--- src/rtl/act_lut_loader.sv ---
// Activation LUT write-port loader: assembles narrow coefficient beats into LUT entries and strobes one write per entry.
// Optional running entry checksum is enabled by defining ACT_LOADER_CHECKSUM_EN.
module act_lut_loader #(
  parameter int unsigned ACT_MASK_SIZE = 4,
  parameter int unsigned ACT_LUT_DEPTH = 6,
  parameter int unsigned ACT_LUT_SIZE  = 32,
  parameter int unsigned IN_W          = 16
) (
  input  logic                                   clk,
  input  logic                                   rst,
  input  logic                                   cmd_valid,
  output logic                                   cmd_ready,
  input  logic [ACT_MASK_SIZE-1:0]               cmd_mask,
  input  logic [ACT_LUT_DEPTH-1:0]               cmd_base,
  input  logic [ACT_LUT_DEPTH:0]                 cmd_count,
  input  logic                                   in_valid,
  output logic                                   in_ready,
  input  logic [IN_W-1:0]                        in_data,
  input  logic                                   abort,
  output logic                                   lut_write_enable,
  output logic [ACT_MASK_SIZE+ACT_LUT_DEPTH-1:0] lut_write_addr,
  output logic [ACT_LUT_SIZE-1:0]                lut_write_data,
  output logic                                   busy,
  output logic                                   done,
  output logic                                   err,
  output logic [15:0]                            checksum
);

  localparam int unsigned BEATS  = (ACT_LUT_SIZE + IN_W - 1) / IN_W;
  localparam int unsigned PAD_W  = BEATS * IN_W;
  localparam int unsigned BEAT_W = (BEATS > 1) ? $clog2(BEATS) : 1;
  localparam int unsigned CNT_W  = ACT_LUT_DEPTH + 1;
  localparam int unsigned ADDR_W = ACT_MASK_SIZE + ACT_LUT_DEPTH;
  localparam logic [CNT_W-1:0]  MAX_COUNT = CNT_W'(2 ** ACT_LUT_DEPTH);
  localparam logic [BEAT_W-1:0] LAST_BEAT = BEAT_W'(BEATS - 1);

  typedef enum logic [1:0] {IDLE, LOAD, WRITE, DONE} state_t;

  state_t                   state_q, state_d;
  logic [ACT_MASK_SIZE-1:0] mask_q, mask_d;
  logic [ACT_LUT_DEPTH-1:0] index_q, index_d;
  logic [CNT_W-1:0]         remain_q, remain_d;
  logic [BEAT_W-1:0]        beat_q, beat_d;
  logic [PAD_W-1:0]         buf_q, buf_d;
  logic [ADDR_W-1:0]        addr_q, addr_d;
  logic [ACT_LUT_SIZE-1:0]  data_q, data_d;
  logic                     cmd_ready_q, cmd_ready_d;
  logic                     in_ready_q, in_ready_d;
  logic                     busy_q, busy_d;
  logic                     done_q, done_d;
  logic                     err_q, err_d;
  logic                     cmd_fire, in_fire, cmd_ok;

  assign cmd_fire = cmd_valid && cmd_ready_q;
  assign in_fire  = in_valid && in_ready_q;
  assign cmd_ok   = (cmd_count != '0) && (cmd_count <= MAX_COUNT);

  // Strobe is gated live so abort or reset in the WRITE cycle suppresses it
  assign lut_write_enable = (state_q == WRITE) && !abort && !rst;
  assign lut_write_addr   = addr_q;
  assign lut_write_data   = data_q;
  assign cmd_ready        = cmd_ready_q;
  assign in_ready         = in_ready_q;
  assign busy             = busy_q;
  assign done             = done_q;
  assign err              = err_q;

  always_ff @(posedge clk) begin
    if (rst) begin
      state_q     <= IDLE;
      mask_q      <= '0;
      index_q     <= '0;
      remain_q    <= '0;
      beat_q      <= '0;
      buf_q       <= '0;
      addr_q      <= '0;
      data_q      <= '0;
      cmd_ready_q <= 1'b1;
      in_ready_q  <= 1'b0;
      busy_q      <= 1'b0;
      done_q      <= 1'b0;
      err_q       <= 1'b0;
    end else begin
      state_q     <= state_d;
      mask_q      <= mask_d;
      index_q     <= index_d;
      remain_q    <= remain_d;
      beat_q      <= beat_d;
      buf_q       <= buf_d;
      addr_q      <= addr_d;
      data_q      <= data_d;
      cmd_ready_q <= cmd_ready_d;
      in_ready_q  <= in_ready_d;
      busy_q      <= busy_d;
      done_q      <= done_d;
      err_q       <= err_d;
    end
  end

  always_comb begin
    state_d  = state_q;
    mask_d   = mask_q;
    index_d  = index_q;
    remain_d = remain_q;
    beat_d   = beat_q;
    buf_d    = buf_q;
    addr_d   = addr_q;
    data_d   = data_q;
    err_d    = 1'b0;

    case (state_q)
      IDLE: begin
        if (cmd_fire) begin
          if (!cmd_ok) begin
            err_d = 1'b1;
          end else begin
            mask_d   = cmd_mask;
            index_d  = cmd_base;
            remain_d = cmd_count;
            beat_d   = '0;
            state_d  = LOAD;
          end
        end
      end
      LOAD: begin
        if (abort) begin
          state_d = IDLE;
          beat_d  = '0;
        end else if (in_fire) begin
          // Shift in so that beat 0 ends up in the MSBs after BEATS beats
          buf_d = (buf_q << IN_W) | PAD_W'(in_data);
          if (beat_q == LAST_BEAT) begin
            beat_d  = '0;
            addr_d  = {mask_q, index_q};
            data_d  = buf_d[PAD_W-1 -: ACT_LUT_SIZE];
            state_d = WRITE;
          end else begin
            beat_d = beat_q + BEAT_W'(1);
          end
        end
      end
      WRITE: begin
        if (abort) begin
          state_d = IDLE;
        end else begin
          index_d  = index_q + ACT_LUT_DEPTH'(1);
          remain_d = remain_q - CNT_W'(1);
          state_d  = (remain_q == CNT_W'(1)) ? DONE : LOAD;
        end
      end
      DONE: state_d = IDLE;
      default: state_d = IDLE;
    endcase

    cmd_ready_d = (state_d == IDLE);
    in_ready_d  = (state_d == LOAD);
    busy_d      = (state_d != IDLE);
    done_d      = (state_d == DONE);
  end

`ifdef ACT_LOADER_CHECKSUM_EN
  localparam int unsigned CS_CHUNKS = (ACT_LUT_SIZE + 15) / 16;
  localparam int unsigned CS_PAD_W  = CS_CHUNKS * 16;

  logic [CS_PAD_W-1:0] cs_pad;
  logic [15:0]         chunk_sum;
  logic [15:0]         cs_q;

  assign cs_pad = CS_PAD_W'(data_q);

  // Modular sum of the 16-bit chunks of the entry being written
  always_comb begin
    chunk_sum = '0;
    for (int i = 0; i < int'(CS_CHUNKS); i++) begin
      chunk_sum = chunk_sum + cs_pad[i*16 +: 16];
    end
  end

  always_ff @(posedge clk) begin
    if (rst) begin
      cs_q <= '0;
    end else if (state_q == IDLE && cmd_fire && cmd_ok) begin
      cs_q <= '0;
    end else if (lut_write_enable) begin
      cs_q <= cs_q + chunk_sum;
    end
  end

  assign checksum = cs_q;
`else
  assign checksum = '0;
`endif

endmodule

--- config.mk ---
export PLATFORM = sky130hd
export DESIGN_NAME = act_lut_loader
export DESIGN_NICKNAME = d
export VERILOG_FILES = /design/src/rtl/act_lut_loader.sv
export SDC_FILE = /design/constraint.sdc
export NUM_CORES = 1
export LEC_CHECK = 0
export CAP_MARGIN = 40
export CORE_MARGIN = 5
export CORE_UTILIZATION = 43
export DETAILED_ROUTE_END_ITERATION = 8
export GPL_ROUTABILITY_DRIVEN = 1
export PLACE_DENSITY = 0.81
export SLEW_MARGIN = 20
export SYNTH_ARGS = -nofsm -noshare
export SYNTH_HDL_FRONTEND = slang
export SYNTH_SLANG_ARGS = --single-unit
--- constraint.sdc ---
create_clock -name clk -period 1.52 [get_ports clk]
set_input_delay 0.228 -clock clk [delete_from_list [all_inputs] [get_ports clk]]
set_output_delay 0.228 -clock clk [all_outputs]
set_load 0.02 [all_outputs]
# Yosys cells after proc, flatten, opt, wreduce, memory -nomap -nowiden
# Cells that the tools add are included.
# classes
add_sub_neg	3
n_mul	0
n_div	0
n_lt_le_gt_ge	1
n_eq_ne	10
n_shift	0
mux	23
bitwise	4
n_reduce_logical	19
# op_table
cell	count
32-bit by 16-bit bitwise OR with 32-bit output	1
7-bit two-way mux	3
6-bit two-way mux	3
2-bit two-way mux	7
7-bit one-hot mux with 2 select lines	1
6-bit one-hot mux with 2 select lines	1
4-bit AND reduction	3
2-bit one-hot mux with 4 select lines	1
7-bit by 1-bit equality test with 1-bit output, second input constant	1
7-bit less-or-equal comparator, second input constant	1
7-bit nonzero test	1
7-bit by 1-bit subtractor with 7-bit output, second input constant	1
6-bit by 1-bit adder with 6-bit output, second input constant	1
2-bit equality test, second input constant	3
1-bit two-way mux	6
2-bit inequality test, second input constant	3
3-bit AND reduction	2
2-bit nonzero test	3
1-bit logical AND	5
2-bit by 1-bit equality test with 1-bit output, second input constant	2
2-bit logical NOT	2
3-bit inequality test, second input constant	1
1-bit inverter	3
3-bit OR reduction	1
3 further kinds	4
# word_totals
reg_bits	83
latchBits	0
ramBits	0
romBits	0
input_bits	38
output_inout_bits	64
wordCells	73
n_memories	0

# Depth between registers and ports, before layout
# depth
depth_word	6
mapped_depth	6
depth_no_buf	5

# Least setup slack after synthesis
# No wires, ideal clock.
# synth_path
path_type	flip-flop to flip-flop
from	register cmd_ready_q, in the netlist cmd_ready
to	register index_q[1]
setup_time_ps	116
arrival_ps	1544
required_ps	1404
slack_ps	-141
stages_incl_launch_ff	5
path_buffers	0
period_less_slack_ps	1661
path_cell_list	dfxtp_1 nand4bb_1 a211oi_2 nor3_4 a31o_2
# synth_via
elab_chain_cells	3
# synth_lines
element	line_no	source
from (decl)	47	logic cmd_ready_q, cmd_ready_d;
from (signal assigned)	92	cmd_ready_q <= cmd_ready_d;
1-bit logical AND	54	assign cmd_fire = cmd_valid && cmd_ready_q;
2-bit inequality test (no source line)	--	
4-bit AND reduction (no source line)	--	
to (signal assigned)	86	index_q <= index_d;
to (decl)	41	logic [ACT_LUT_DEPTH-1:0] index_q, index_d;
# Every way passes these cells.
# A chain may end at the register's enable or synchronous reset.

# Worst setup path in the final report
# layout_path
from	register state_q[1]
to	register buf_q[10]
# layout_via
elab_chain_cells	2
# layout_lines
element	line_no	source
from (decl)	39	state_t state_q, state_d;
from (signal assigned)	84	state_q <= state_d;
2-bit by 1-bit equality test with 1-bit output	111	case (state_q)
3-bit AND reduction (no source line)	--	
to (signal assigned)	89	buf_q <= buf_d;
to (decl)	44	logic [PAD_W-1:0] buf_q, buf_d;
# Every way passes these cells.

==> impl_metrics.toml <==
[global_route]
grt_start_max_net_pins = 83
grt_pass1_wl_mm = 16.2
grtUsageMet1 = 0.235
grt_busiest_layer = "met2"
antenna_found_initial = 0
first_global_vias = 3468
grtUsageMet2 = 0.344
met3_usage = 0.0360
track_usage = 0.200
overflow = 0

[setup_path]
worst_path_max_delay_cell = "or3b_4"
crit_required_ns = 1.79
crit_chain = "or3b_4, buf_6, buf_4, nor2_4, buf_12, nand2_1, a21oi_1"
end_kind = "flip-flop"
critPathKind = "reg -> reg"
crit_family = "simple AND/OR/NAND/NOR gates"
critPathMaxFanout = 16
setup.worst_path.start_class = "flip-flop"
critical_path.max_stage_delay_ns = 0.43
critical_path_buf_inv_count = 3
cp.arrival_ns = 1.95

[placement]
finalWeightedCongestion = 0.930
numPortBuffers = 85
dp.cells = 624
dp_slack_ns = -0.524
dp_hpwl_mm = 6.54
dpl_cell_area_mm2 = 0.00466

[clock_network]
clk_latency_ns = 0.35
cts_buffers = 9
clock_path_buffers = 2
clkTransAtPathRegs_ns = 0.09
cts_sinks = 83
cts_tree = "yes"
cts-htree-levels = 3
root_buffer = "clkbuf_8"

[layout]
num-nets-final = 590
diodes = 0
drive_gt1_frac = 0.233
fin_area_mm2 = 0.00533
stdcell_count = 659
syn_to_final_growth_pct = 50.6
fin_util = 0.655

[worst_hold_path]
min_path_type = "in -> reg"

[power]
switching_share = 0.270
total_power_mw = 4.18
leakage_nw = 2.14
pwr-share-comb = 0.119
ir_drop_mv = 0.379
power.switching_mw = 1.13
sequentialPowerShare = 0.537
power_density_mw_per_mm2 = 784
p_int_mw = 3.05
clkPwrFrac = 0.344

[timing]
finClkSkew_ns = 0.00935
fmax_mhz = 594
rsz0062_at_grt = "yes"
setup_ws_ns = -0.164
finalHoldViolations = 0
hold_slack_ns = 0.372
min_period_ns = 1.68
setup_viol = 76
fin_crit_sh = 1.11
fin_setup_tns_ns = -7.75
drv_slew = 0

[route]
drt-initial-drc-count = 175
first_pass_iters = 4
postRouteAntennaNets = 0
route.vias.total = 3526
wl_mm = 10.8
drc = 0
avgViaCountPerCell = 5.35
wire_per_inst_um = 16.4

[logic_synthesis]
yosysSeqAreaShare = 0.469
synthArstFlopShare = 0
synth_edf_count = 0
synth-seq-cells = 83
yosysTopAreaCell = "dfxtp_1"
yosys-top-cells-area = "dfxtp_1 (47%), nand2_1 (13%), a21oi_1 (9.9%)"
avgSynthCellArea_um2 = 8.35
synth_cells = 424
synth_cell_types = 50
yosysWarnings = 0
synth_area_mm2 = 0.00354
ys.flop_type = "dfxtp_1"
synth_top_area_frac = 0.469

[floorplanning]
fp.dieW_um = 101
design.portCount = 102
core_area_mm2 = 0.00813
rows = 33
die_area_mm2 = 0.0101
start_util = 0.435
die_h_um = 101

[outcome]
status = "finished with violations"
violations = "negative setup slack"

[flow_run]
maxCapViolations = 0
==> flip-flops by register name (all words and copies together), names as in the netlist <==
| signal | cells |
|---|---|
| done | 1 |
| cmd_ready | 1 |
| remain_q | 7 |
| lut_write_data | 32 |
| err | 1 |
| index_q | 6 |
| in_ready | 1 |
| buf_q | 16 |
| lut_write_addr | 10 |
| beat_q | 1 |
| mask_q | 4 |
| state_q | 2 |
| busy | 1 |
==> kinds of logic after synthesis <==
family	Yosys count	synth area share
xor+xnor	5	0.0124
fa+ha+maj	3	0.0106
flops	83	0.469
other cells	1	0.00106
simple gates	170	0.228
buf+inv	47	0.0820
mux	3	0.00883
compound gates	112	0.188
==> power by group through the flow <==
stage,Combinational [mW],Clock [mW],Sequential [mW]
global placement,0.411,0,2.29
floorplan,0.223,0,2.29
finish,0.497,1.44,2.25
global route,0.524,1.55,2.25
detailed placement,0.421,0,2.29
CTS,0.473,1.46,2.24
==> worst reg2reg max path, delay by kind of cell (launching register included) <==
kind / cells / cell delay, ns
buffers and inverters: 3 / 0.43
flip-flops: 1 / 0.36
AO/OA/AOI/OAI: 1 / 0.18
AND/OR/NAND/NOR: 3 / 0.63
==> cells in the final DEF, fill, tap and decap left out, types with 5 or more instances in the layout <==
master             n
nor2_1             5
nand3_2            6
clkbuf_8           9
conb_1            16
inv_1              5
dlygate4sd2_1     49
dfxtp_1           80
clkdlybuf4s50_1   31
a21oi_2            7
buf_12             7
nand2_1          119
a211oi_1           7
nand4_1            5
a21oi_1           62
buf_4             25
a31oi_1            7
buf_6             17
==> synth_stat cells, types with 2 or more instances <==
master    instances
a21oi_1          70
a31oi_1           8
buf_2            10
nand4_1           5
nor3_4            2
nor4b_1           3
nand2_1         124
ha_1              3
a31o_2            3
or3b_4            2
a211oi_2          2
buf_6             5
dfxtp_1          83
a211oi_1          7
o21ai_0           8
a41oi_1           2
nor4_1            2
a311oi_1          2
nor2_1            7
clkbuf_1         10
o211ai_1          4
xor2_1            4
inv_1             5
mux2i_1           2
buf_4            17
nand3_1          10
==> routing by layer <==
metal	part of all wire	up-vias
met5	0	-
li1	-	1690
met2	0.52	123
met4	0.026	0
met3	0.057	25
met1	0.40	1688
==> what timing repair did <==
| item | 4_1_cts | 5_1_grt |
|---|---|---|
| gates cloned | 4 | 3 |
| buffers inserted | 8 | 5 |
| gates resized for setup | 101 | 30 |
| endpoints found under the setup margin | 127 | 83 |
| hold buffers | 0 | 0 |
| hold endpoints to repair | 0 | 0 |
| pin swaps | 24 | 13 |
==> area by class of cell <==
| cell class | instances | area [um2] |
|---|---|---|
| clock buffer | 9 | 124 |
| clock inverter | 7 | 51.3 |
| fill | 647 | 2800 |
| inverter | 5 | 18.8 |
| multi-input combinational | 309 | 1860 |
| sequential | 83 | 1670 |
| tap | 105 | 131 |
| timing repair buffer | 141 | 1480 |
==> path summary, 6_finish.rpt <==
kind / startpoint / endpoint / slack (ns) / depth (start not counted)
min: cmd_count[4] / remain_q[4] / 0.37 / 3
max reg2reg: state_q[1] / buf_q[10] / -0.16 / 7
max: state_q[1] / buf_q[10] / -0.16 / 7
min reg2reg: lut_write_data[18] / lut_write_data[18] / 0.46 / 2
No activity file was read; power rests on OpenSTA's default activity.
